## config.mk

```make
export PLATFORM = sky130hd
export DESIGN_NAME = ascii_streamer
export DESIGN_NICKNAME = d
export VERILOG_FILES = /design/src/rtl/ascii_streamer.sv
export SDC_FILE = /design/constraint.sdc
export NUM_CORES = 1
export LEC_CHECK = 0
export CORE_ASPECT_RATIO = 0.7
export CORE_MARGIN = 8
export CORE_UTILIZATION = 28
export CTS_CLUSTER_DIAMETER = 40
export CTS_CLUSTER_SIZE = 25
export DETAILED_ROUTE_END_ITERATION = 10
export GPL_ROUTABILITY_DRIVEN = 0
export RECOVER_POWER = 50
export SKIP_CTS_REPAIR_TIMING = 1
export SLEW_MARGIN = 20
export SYNTH_ARGS = -nofsm -noshare
export SYNTH_HDL_FRONTEND = slang
export SYNTH_SLANG_ARGS = --single-unit
```

## constraint.sdc

```tcl
create_clock -name clk -period 3.8 [get_ports clk]
set_input_delay 0.76 -clock clk [delete_from_list [all_inputs] [get_ports clk]]
set_output_delay 0.76 -clock clk [all_outputs]
set_load 0.03 [all_outputs]
```

## src/rtl/ascii_streamer.sv

```systemverilog
// ascii_streamer: captures a message of up to MAX_CHARS bytes and streams it one byte per
// cycle. Each message is followed by a GAP_CYCLES quiet interval, and done pulses in the
// last cycle of that interval.
// Optional build macro ASCII_STREAMER_TRIM_EN: trailing 8'h20/8'h00 bytes inside the
// requested length are dropped from the effective length at acceptance.
module ascii_streamer #(
    parameter int unsigned MAX_CHARS  = 16,
    parameter int unsigned GAP_CYCLES = 4
) (
    input  logic                           clk,
    input  logic                           reset,
    input  logic [8*MAX_CHARS-1:0]         string_in,
    input  logic [$clog2(MAX_CHARS+1)-1:0] length,
    input  logic                           start,
    input  logic                           abort,
    output logic [7:0]                     ascii_data,
    output logic                           ascii_data_ready,
    output logic                           busy,
    output logic                           done
);

    localparam int unsigned LenW = $clog2(MAX_CHARS + 1);
    localparam int unsigned GapW = (GAP_CYCLES > 2) ? $clog2(GAP_CYCLES) : 1;
    // A zero-length gap still occupies one GAP cycle.
    localparam logic [GapW-1:0] GapLast = (GAP_CYCLES == 0) ? '0 : GapW'(GAP_CYCLES - 1);
    localparam logic [LenW-1:0] MaxLen  = LenW'(MAX_CHARS);

    typedef enum logic [1:0] {StIdle, StSend, StGap} state_e;

    state_e                 state_q, state_d;
    logic [8*MAX_CHARS-1:0] buf_q, buf_d;
    logic [LenW-1:0]        len_q, len_d;
    logic [LenW-1:0]        idx_q, idx_d;
    logic [GapW-1:0]        gap_q, gap_d;
    logic [7:0]             data_q, data_d;
    logic                   ready_q, ready_d;
    logic                   busy_q, busy_d;
    logic                   done_q, done_d;

    logic [LenW-1:0]        clamp_len;
    logic [LenW-1:0]        eff_len;
    logic [LenW-1:0]        idx_next;

    // Character 0 lives in the most-significant byte.
    function automatic logic [7:0] char_at(input logic [8*MAX_CHARS-1:0] s,
                                           input logic [LenW-1:0] idx);
        logic [7:0] c;
        c = 8'h00;
        for (int i = 0; i < int'(MAX_CHARS); i++) begin
            if (LenW'(i) == idx) begin
                c = s[8*(int'(MAX_CHARS)-1-i) +: 8];
            end
        end
        return c;
    endfunction

    // Effective length seen at acceptance: clamp, then optionally trim trailing padding.
    always_comb begin
        clamp_len = (length > MaxLen) ? MaxLen : length;
`ifdef ASCII_STREAMER_TRIM_EN
        eff_len = '0;
        for (int i = 0; i < int'(MAX_CHARS); i++) begin
            if ((LenW'(i) < clamp_len) &&
                (string_in[8*(int'(MAX_CHARS)-1-i) +: 8] != 8'h20) &&
                (string_in[8*(int'(MAX_CHARS)-1-i) +: 8] != 8'h00)) begin
                eff_len = LenW'(i + 1);
            end
        end
`else
        eff_len = clamp_len;
`endif
    end

    // Next-state and next-output logic; outputs are computed one cycle ahead and registered.
    always_comb begin
        state_d  = state_q;
        buf_d    = buf_q;
        len_d    = len_q;
        idx_d    = idx_q;
        gap_d    = gap_q;
        data_d   = 8'h00;
        ready_d  = 1'b0;
        idx_next = idx_q + LenW'(1);

        unique case (state_q)
            StIdle: begin
                if (start) begin
                    buf_d = string_in;
                    len_d = eff_len;
                    idx_d = '0;
                    gap_d = '0;
                    if (eff_len != '0) begin
                        state_d = StSend;
                        data_d  = char_at(string_in, '0);
                        ready_d = 1'b1;
                    end else begin
                        state_d = StGap;
                    end
                end
            end
            StSend: begin
                if (abort || (idx_next >= len_q)) begin
                    state_d = StGap;
                    gap_d   = '0;
                end else begin
                    idx_d   = idx_next;
                    data_d  = char_at(buf_q, idx_next);
                    ready_d = 1'b1;
                end
            end
            StGap: begin
                if (gap_q == GapLast) begin
                    state_d = StIdle;
                    idx_d   = '0;
                end else begin
                    gap_d = gap_q + GapW'(1);
                end
            end
            default: begin
                state_d = StIdle;
            end
        endcase

        busy_d = (state_d != StIdle);
        done_d = (state_d == StGap) && (gap_d == GapLast);
    end

    // State and output registers; reset clears everything immediately.
    always_ff @(posedge clk or negedge reset) begin
        if (!reset) begin
            state_q <= StIdle;
            buf_q   <= '0;
            len_q   <= '0;
            idx_q   <= '0;
            gap_q   <= '0;
            data_q  <= 8'h00;
            ready_q <= 1'b0;
            busy_q  <= 1'b0;
            done_q  <= 1'b0;
        end else begin
            state_q <= state_d;
            buf_q   <= buf_d;
            len_q   <= len_d;
            idx_q   <= idx_d;
            gap_q   <= gap_d;
            data_q  <= data_d;
            ready_q <= ready_d;
            busy_q  <= busy_d;
            done_q  <= done_d;
        end
    end

    assign ascii_data       = data_q;
    assign ascii_data_ready = ready_q;
    assign busy             = busy_q;
    assign done             = done_q;

endmodule

```

==> impl_metrics.tcl, run 1 <==
set metrics [dict create \
    wl_per_cell_microns 18.3 \
    drc 0 \
    synthCells 924 \
    maxCapViolCount 2 \
    fmax_ghz 0.289 \
    firstDrtPassIters 5 \
    hold_path.class "reg2reg" \
    rows 50 \
    grt_max_degree 145 \
    grt_use_met2_pct 21.4 \
    synth_async_sr_flop_share_pct 100 \
    die_width_microns 213 \
    critPathBufInv 1 \
    portBuffers 147 \
    cts.sinks 153 \
    routed_wl_microns 26100 \
    power.leakage_nw 4.77 \
    p_sw_share_pct 40.3 \
    grt_pass1_wl_microns 40400 \
    violations "capacitance limit, slew limit" \
    cts_made_buffers 17 \
    drive_gt1_share_pct 5.55 \
    die_h_microns 154 \
    synth-seq-area-share_pct 50.5 \
    critPathTopFamily "simple AND/OR/NAND/NOR gates" \
    core_region_area_sq_um 26700 \
    power_frac_comb_pct 40.0 \
    io_pins 148 \
    synthTopCellsByCount "nand2_1 (416), dfrtp_1 (153), o21ai_0 (49)" \
    grt_pass1_vias 6757 \
    seq_power_share_pct 37.4 \
    insertedDiodeCount 0 \
    crit_required_ns 4.16 \
    tns_ns 0 \
    slew_viol_final 117 \
    period_needed_ns 3.46 \
    netlist_area_sq_um 7580 \
    area_growth_pct 32.1 \
    power_density_nw_per_um2 773 \
    p_sw_mw 3.12 \
    ant_nets 0 \
    synthTopCellsByArea "dfrtp_1 (51%), nand2_1 (21%), o21ai_0 (3.2%), clkbuf_1 (2.3%), o22ai_1 (2.2%)" \
    fin_nets 1197 \
    grt-busiest-layer "met1" \
    netlist-cell-type-count 54 \
    end_kind "register" \
    syn-num-nets 1071 \
    skew_ns 0.0121 \
    clock_latency_ns 0.44 \
    antenna_found_initial 0 \
    start_util_pct 28.4 \
    status "complete, but fails checks" \
    path_class "reg2reg" \
    gr-usage-met3_pct 5.42 \
    track_usage_pct 16.0 \
    num_vias 6933 \
    setup_viol_count_final 0 \
    path_clk_slew_ns 0.07 \
    htree_levels 4 \
    worstMarginPinSlew_ns 1.97 \
    place_hpwl_microns 19400 \
    yosysTopAreaCell "dfrtp_1" \
    arrival_ns 3.82 \
    use_met1_pct 24.2 \
    drt-initial-drc-count 615 \
    yosys_warnings 0 \
    clock-root-buffer "clkbuf_16" \
    cts_tree "built" \
    post-synth-top-count-cell "nand2_1" \
    hold_viol_final 0 \
    routed_via_density 4.86 \
    clockBufferDepth 2 \
    max-slew-margin-rel_pct -31.4 \
    critPathMaxFanout 16 \
    synth-edff-count 0 \
    timing.final.crit_share_pct 91.0 \
    cp_slowest_cell "or4_1" \
    startpoint_type "register" \
    netlist.area_leader.share_pct 50.5 \
    cp_cell_sequence "ha_1, nand3_1, xor2_1, inv_2, ha_1, or3_4, a2111oi_4, nor2_2, or4_1, o21ai_1" \
    syn_area_per_cell_sq_um 8.20 \
    p_int_mw 4.62 \
    ys_dominant_reg_cell "dfrtp_1" \
    path_common_cell "ha_1" \
    rsz0062_at_grt "false" \
    hold_ws_ns 0.475 \
    irDropWorstVdd_uv 338 \
    synth_seq_cells 153 \
    critPathMaxStageDelay_ns 0.56 \
    total_power_mw 7.74 \
    power.share.clock_pct 22.6 \
    dieArea_sq_um 32700 \
    grt-ovfl-total 0 \
]
[worst paths after layout]
path | from | endpoint | slack [ns] | cells after the start
worst min register to register | buf_q[64]$_DFFE_PN0P_ | buf_q[64]$_DFFE_PN0P_ | 0.47 | 2
min in group asynchronous | reset | done$_DFF_PN0_ | 0.78 | 1
worst max register to register | idx_q[1]$_DFFE_PN0P_ | ascii_data[6]$_DFF_PN0_ | 0.34 | 10
worst max-delay path | idx_q[1]$_DFFE_PN0P_ | ascii_data[6]$_DFF_PN0_ | 0.34 | 10
worst min-delay path | buf_q[64]$_DFFE_PN0P_ | buf_q[64]$_DFFE_PN0P_ | 0.47 | 2
max in group asynchronous | reset | buf_q[66]$_DFFE_PN0P_ | 0.77 | 2
[stage by stage]
step	util, %	instances	setup slack, ns	area (sq um)
floorplan	-	924	0.717	7580
global placement	35.5	1395	0.471	9460
detailed placement	35.5	1395	0.350	9460
CTS	37.7	1427	0.323	10100
global route	37.6	1427	0.132	10000
finish	37.6	1427	0.341	10000
[flip-flops by register name, indices dropped and copies added (netlist names), 2 cells and up]
register and count:
gap_q 2, buf_q 128, len_q 5, ascii_data 8
state_q 2, idx_q 5
[cells by family after synthesis]
logic type | Yosys count | synth area share (%)
adders and majority gates | 10 | 1.65
muxes | 1 | 0.132
buffers and inverters | 79 | 4.09
xor gates and xnor gates | 3 | 0.347
and+or+nand+nor | 482 | 25.5
AOI/OAI and AO/OA | 196 | 17.7
DFF | 153 | 50.5
[worst register-to-register path: cells and delay by family, from the launching register on]
family | cells | cell delay (ns)
AND/OR/NAND/NOR | 4 | 1.34
buffers and inverters | 1 | 0.18
flip-flops | 1 | 0.35
adder cells (fa/ha/maj) | 2 | 0.61
XOR/XNOR | 1 | 0.39
AO/OA/AOI/OAI | 2 | 0.53
[layer usage]
metal / vias up / routed length [microns] / share of wire, %
met5: - / 0 / 0
met4: 0 / 257 / 0.98
met3: 20 / 2320 / 8.9
met2: 245 / 10300 / 40
met1: 3316 / 13200 / 51
li1: 3352 / - / -
[final cells by class]
type | count | area [sq um]
clock buffers | 21 | 450
clock inverters | 11 | 148
fillers | 2765 | 16600
inverters | 19 | 71.3
multi-input cells | 692 | 3450
flip-flops and latches | 153 | 3830
well taps | 364 | 455
repair buffers | 167 | 1610
[placed cells by master (no fill, tap or decap), drive strengths merged, types with 9 or more instances in the layout]
master and n:
buf 16, inv 19, nor2b 9, clkbuf 26
o21ai 52, dfrtp 153, o22ai 27, a221o 10
a21oi 24, clkdlybuf4s50 145, nand2 416, ha 10
o21a 9, a22oi 16, nand3 14, nor2 16
[power groups by stage]
stage          sequential, mW  combinational [mW]  clock [mW]
3_5_place_dp             2.90                3.08           0
3_3_place_gp             2.90                3.04           0
5_1_grt                  2.97                3.45        1.84
4_1_cts                  2.89                3.10        1.78
2_1_floorplan            2.79                1.99           0
6_report                 2.89                3.10        1.75
Note: power is estimated with default switching activity, not from simulation.
==> run 2: changes to the inputs <==
ABC_CLOCK_PERIOD_IN_PS = 3800   (was not set)
GPL_TIMING_DRIVEN = 0   (was not set)
==> impl_metrics.tcl, run 2 (synthesis results as in run 1) <==
set metrics [dict create \
    status "complete, but fails checks" \
    violations "capacitance limit, slew limit" \
    period_needed_ns 3.47 \
    core_region_area_sq_um 26700 \
    grt-ovfl-total 0 \
    reg2regPathDepth 13 \
    crit_required_ns 4.11 \
    portBuffers 147 \
    cts_tree "built" \
    grt_pass1_vias 7017 \
    seqCellArea_sq_um 3830 \
    max-slew-margin-rel_pct -23.0 \
    maxCapViolCount 1 \
    final_util_pct 37.9 \
    r2r-end "idx_q[2]$_DFFE_PN0P_" \
    firstDrtPassIters 5 \
    grt_pass1_wl_microns 42100 \
    cp-endpoint "idx_q[2]$_DFFE_PN0P_" \
    start_util_pct 28.4 \
    startpoint_type "register" \
    r2r_start "idx_q[0]$_DFFE_PN0P_" \
    regMostFlops "buf_q" \
    hold_viol_final 0 \
    grt_max_degree 81 \
    clock-root-buffer "clkbuf_16" \
    path_class "reg2reg" \
    drc 0 \
    slew_viol_final 75 \
    end_kind "register" \
    power_frac_comb_pct 40.6 \
    hold_path.class "reg2reg" \
    place_area_sq_um 9540 \
    irDropWorstVdd_uv 390 \
    die_width_microns 213 \
    largest_reg_flops 128 \
    drt-initial-drc-count 939 \
    area_growth_pct 33.4 \
    drive_gt1_share_pct 4.71 \
    path_clk_slew_ns 0.07 \
    fin_nets 1238 \
    cts_made_buffers 17 \
    min_from "buf_q[65]$_DFFE_PN0P_" \
    setup_viol_count_final 0 \
    insertedDiodeCount 0 \
    die_h_microns 154 \
    skew_ns 0.00986 \
    htree_levels 4 \
    seq_power_share_pct 37.7 \
    hold_ws_ns 0.479 \
    layout_commonest_cell "nand2_1" \
    power.share.clock_pct 21.7 \
    num_vias 7229 \
    io_pins 148 \
    fin_area_sq_um 10100 \
    power_density_nw_per_um2 772 \
    place_hpwl_microns 21300 \
    ant_nets 0 \
    clockBufferDepth 2 \
    rrSetupSlack_ns 0.33 \
    tns_ns 0 \
    routed_via_density 4.92 \
    fmax_ghz 0.288 \
    timing.final.crit_share_pct 91.4 \
    worstMarginPinSlew_ns 1.84 \
    clock_latency_ns 0.44 \
    p_sw_share_pct 41.9 \
    rsz0062_at_grt "false" \
    fillers 2790 \
    critPathMaxFanout 10 \
    arrival_ns 3.78 \
    p_sw_mw 3.27 \
    routed_wl_microns 27700 \
    track_usage_pct 16.8 \
    multi_input_area_sq_um 3450 \
    p_int_mw 4.53 \
    final_cell_mix "nand2_1 (416), dfrtp_1 (153), clkdlybuf4s50_1 (141)" \
    power.leakage_nw 4.80 \
    antenna_found_initial 0 \
    rows 50 \
    dieArea_sq_um 32700 \
    cts.sinks 153 \
    cp-startpoint "idx_q[0]$_DFFE_PN0P_" \
    wl_per_cell_microns 18.9 \
]
## run 2: cell types whose count changed in the layout (fill, tap and decap cells not counted), moves of 5 or more
cell / delta
buf_1: +7
buf_2: +5
buf_4: -16
clkbuf_1: +43
## run 2: through the flow
stage | power [mW] | setup slack, ns | instances
after floorplan | 4.79 | 0.717 | 924
after global placement | 6.00 | -4.37 | 1435
after detailed placement | 6.04 | 0.192 | 1436
after CTS | 7.77 | 0.172 | 1468
after global routing | 8.30 | 0.150 | 1468
final | 7.80 | 0.326 | 1468
## run 2: critical path, cell delays in order, from the launching register on
cell	delay, ns
dfrtp_1	0.44
ha_1	0.24
buf_2	0.18
nand3_1	0.13
xor2_2	0.29
inv_2	0.17
ha_1	0.23
or3_4	0.41
a2111oi_4	0.40
nor2_2	0.16
buf_2	0.22
buf_2	0.20
o211ai_1	0.17
o31ai_1	0.09
## run 2: per-layer routing
metal	wire, microns	global-route usage [%]
met5	0	0
met1	13600	24.8
met3	2990	6.56
met2	10700	22.2
met4	473	4.56
## run 2: final cells by class
| type | count | area share (%) |
|---|---|---|
| multi-input cells | 692 | 34.1 |
| plain buffers | 60 | 2.36 |
| repair buffers | 148 | 14.6 |
| clock buffers | 21 | 4.75 |
| flip-flops and latches | 153 | 37.9 |
| clock inverters | 11 | 1.09 |
| well taps | 364 | 4.50 |
| inverters | 19 | 0.705 |
## run 2: worst min-delay path by stage
stage          depth (start not counted)               endpoint  slack [ns]
2_1_floorplan                          2  buf_q[95]$_DFFE_PN0P_        0.44
3_3_place_gp                           2  buf_q[18]$_DFFE_PN0P_        0.46
3_5_place_dp                           2  buf_q[18]$_DFFE_PN0P_        0.46
4_1_cts                                1         busy$_DFF_PN0_        0.31
5_1_grt                                2   buf_q[3]$_DFFE_PN0P_        0.50
6_report                               2  buf_q[65]$_DFFE_PN0P_        0.48
## run 2: power groups by stage
stage	clock (mW)	combinational [mW]	sequential (mW)
after floorplan	0	1.99	2.79
after global placement	0	3.06	2.94
after detailed placement	0	3.11	2.93
after CTS	1.71	3.13	2.92
after global routing	1.78	3.51	3.01
final	1.70	3.17	2.94
==> run 3: changes to the inputs <==
SLEW_MARGIN = not set   (was 20)
==> impl_metrics.tcl, run 3 (synthesis results as in run 1) <==
set metrics [dict create \
    status "complete, but fails checks" \
    violations "capacitance limit, slew limit" \
    grt_pass1_vias 7004 \
    irDropWorstVdd_uv 334 \
    drt-initial-drc-count 890 \
    drive_gt1_share_pct 4.62 \
    place_hpwl_microns 21300 \
    seq_power_share_pct 37.8 \
    power.share.clock_pct 21.7 \
    area_growth_pct 33.3 \
    grt_pass1_wl_microns 42200 \
    critPathTopFamily "buffers and inverters" \
    max-slew-margin-rel_pct -23.8 \
    layout_commonest_cell "nand2_1" \
    reg2regPathDepth 13 \
    firstDrtPassIters 5 \
    p_int_mw 4.53 \
    cts_tree "built" \
    fmax_ghz 0.286 \
    grt-ovfl-total 0 \
    rsz0062_at_grt "false" \
    num_vias 7301 \
    instances_no_fill 1468 \
    die_h_microns 154 \
    critPathMaxStageDelay_ns 0.44 \
    core_region_area_sq_um 26700 \
    ant_nets 0 \
    clock_latency_ns 0.43 \
    die_width_microns 213 \
    cp-startpoint "idx_q[0]$_DFFE_PN0P_" \
    clockBufferDepth 2 \
    r2r-end "idx_q[2]$_DFFE_PN0P_" \
    power_frac_comb_pct 40.5 \
    path_common_cell "buf_2" \
    clock-root-buffer "clkbuf_16" \
    crit_cells 13 \
    rrSetupSlack_ns 0.31 \
    power.leakage_nw 4.80 \
    crit_required_ns 4.10 \
    io_pins 148 \
    critPathBufInv 4 \
    placed_cells 1436 \
    period_needed_ns 3.49 \
    routed_via_density 4.97 \
    cp_cell_sequence "ha_1, buf_2, nand3_1, xor2_2, inv_2, ha_1, or3_4, a2111oi_4, nor2_2, buf_2, buf_2, o211ai_1, o31ai_1" \
    skew_ns 0.00871 \
    end_kind "register" \
    track_usage_pct 16.9 \
    start_util_pct 28.4 \
    drc 0 \
    grt_max_degree 81 \
    maxCapViolCount 1 \
    total_power_mw 7.78 \
    htree_levels 4 \
    r2r_start "idx_q[0]$_DFFE_PN0P_" \
    power_density_nw_per_um2 769 \
    p_sw_mw 3.24 \
    final_cell_mix "nand2_1 (416), dfrtp_1 (153), clkdlybuf4s50_1 (141)" \
    portBuffers 147 \
    cp-endpoint "idx_q[2]$_DFFE_PN0P_" \
    critPathMaxFanout 10 \
    finalWorstSetupSlack_ns 0.308 \
    hold_path.class "reg2reg" \
    largest_reg_flops 128 \
    place_ws_ns -0.0454 \
    rows 50 \
    worstMarginPinSlew_ns 1.86 \
    p_sw_share_pct 41.7 \
    startpoint_type "register" \
    routed_wl_microns 27600 \
    regMostFlops "buf_q" \
    path_class "reg2reg" \
    dieArea_sq_um 32700 \
    cts.sinks 153 \
    wl_per_cell_microns 18.8 \
    path_clk_slew_ns 0.07 \
    setup_viol_count_final 0 \
    antenna_found_initial 0 \
    insertedDiodeCount 0 \
    fin_nets 1238 \
    cp_slowest_cell "dfrtp_1" \
    cts_made_buffers 17 \
    slew_viol_final 75 \
    arrival_ns 3.79 \
    hold_viol_final 0 \
    timing.final.crit_share_pct 91.9 \
]
-- run 3: layout make-up --
type	instances	area, sq um
inverter	19	71.3
clock inverter	11	110
clock buffer	21	480
sequential	153	3830
fill	2789	16500
timing repair buffer	148	1470
buffer	60	239
tap	364	455
multi-input combinational	692	3450
-- run 3: metal layers --
metal  GRT usage, %  vias to the layer above  share of wire, %
li1               -                     3441                 -
met1           25.4                     3457                49
met2           22.1                      369                38
met3           6.19                       34                11
met4           4.46                        0               1.7
met5              0                        -                 0
-- run 3: per-stage QoR --
stage / hold slack, ns / setup TNS [ns] / instance area, sq um / utilization (%)
after global placement: 0.459 / -665.54 / 9510 / 35.7
final: 0.477 / 0 / 10100 / 37.9
after floorplan: 0.438 / 0 / 7580 / -
after global routing: 0.498 / 0 / 10100 / 37.9
after CTS: 0.368 / 0 / 10100 / 38.0
after detailed placement: 0.463 / -0.280 / 9540 / 35.8
-- run 3: worst min path at each step --
stage                           from               endpoint  slack, ns  depth (start not counted)
2_1_floorplan  buf_q[95]$_DFFE_PN0P_  buf_q[95]$_DFFE_PN0P_       0.44                          2
3_3_place_gp   buf_q[18]$_DFFE_PN0P_  buf_q[18]$_DFFE_PN0P_       0.46                          2
3_5_place_dp   buf_q[18]$_DFFE_PN0P_  buf_q[18]$_DFFE_PN0P_       0.46                          2
4_1_cts                        reset         done$_DFF_PN0_       0.37                          1
5_1_grt         buf_q[3]$_DFFE_PN0P_   buf_q[3]$_DFFE_PN0P_       0.50                          2
6_report       buf_q[20]$_DFFE_PN0P_  buf_q[20]$_DFFE_PN0P_       0.48                          2
-- run 3: power by group through the flow --
stage,registers (mW),logic (mW),clock network (mW)
4_1_cts,2.92,3.13,1.72
2_1_floorplan,2.79,1.99,0
3_5_place_dp,2.93,3.11,0
3_3_place_gp,2.94,3.06,0
5_1_grt,3.01,3.51,1.78
6_report,2.94,3.15,1.69
-- run 3: worst min-delay path, cell delays in order, from the launching register on --
cell and delay, ns:
dfrtp_1 0.34, nand2_1 0.05, nand2_1 0.05
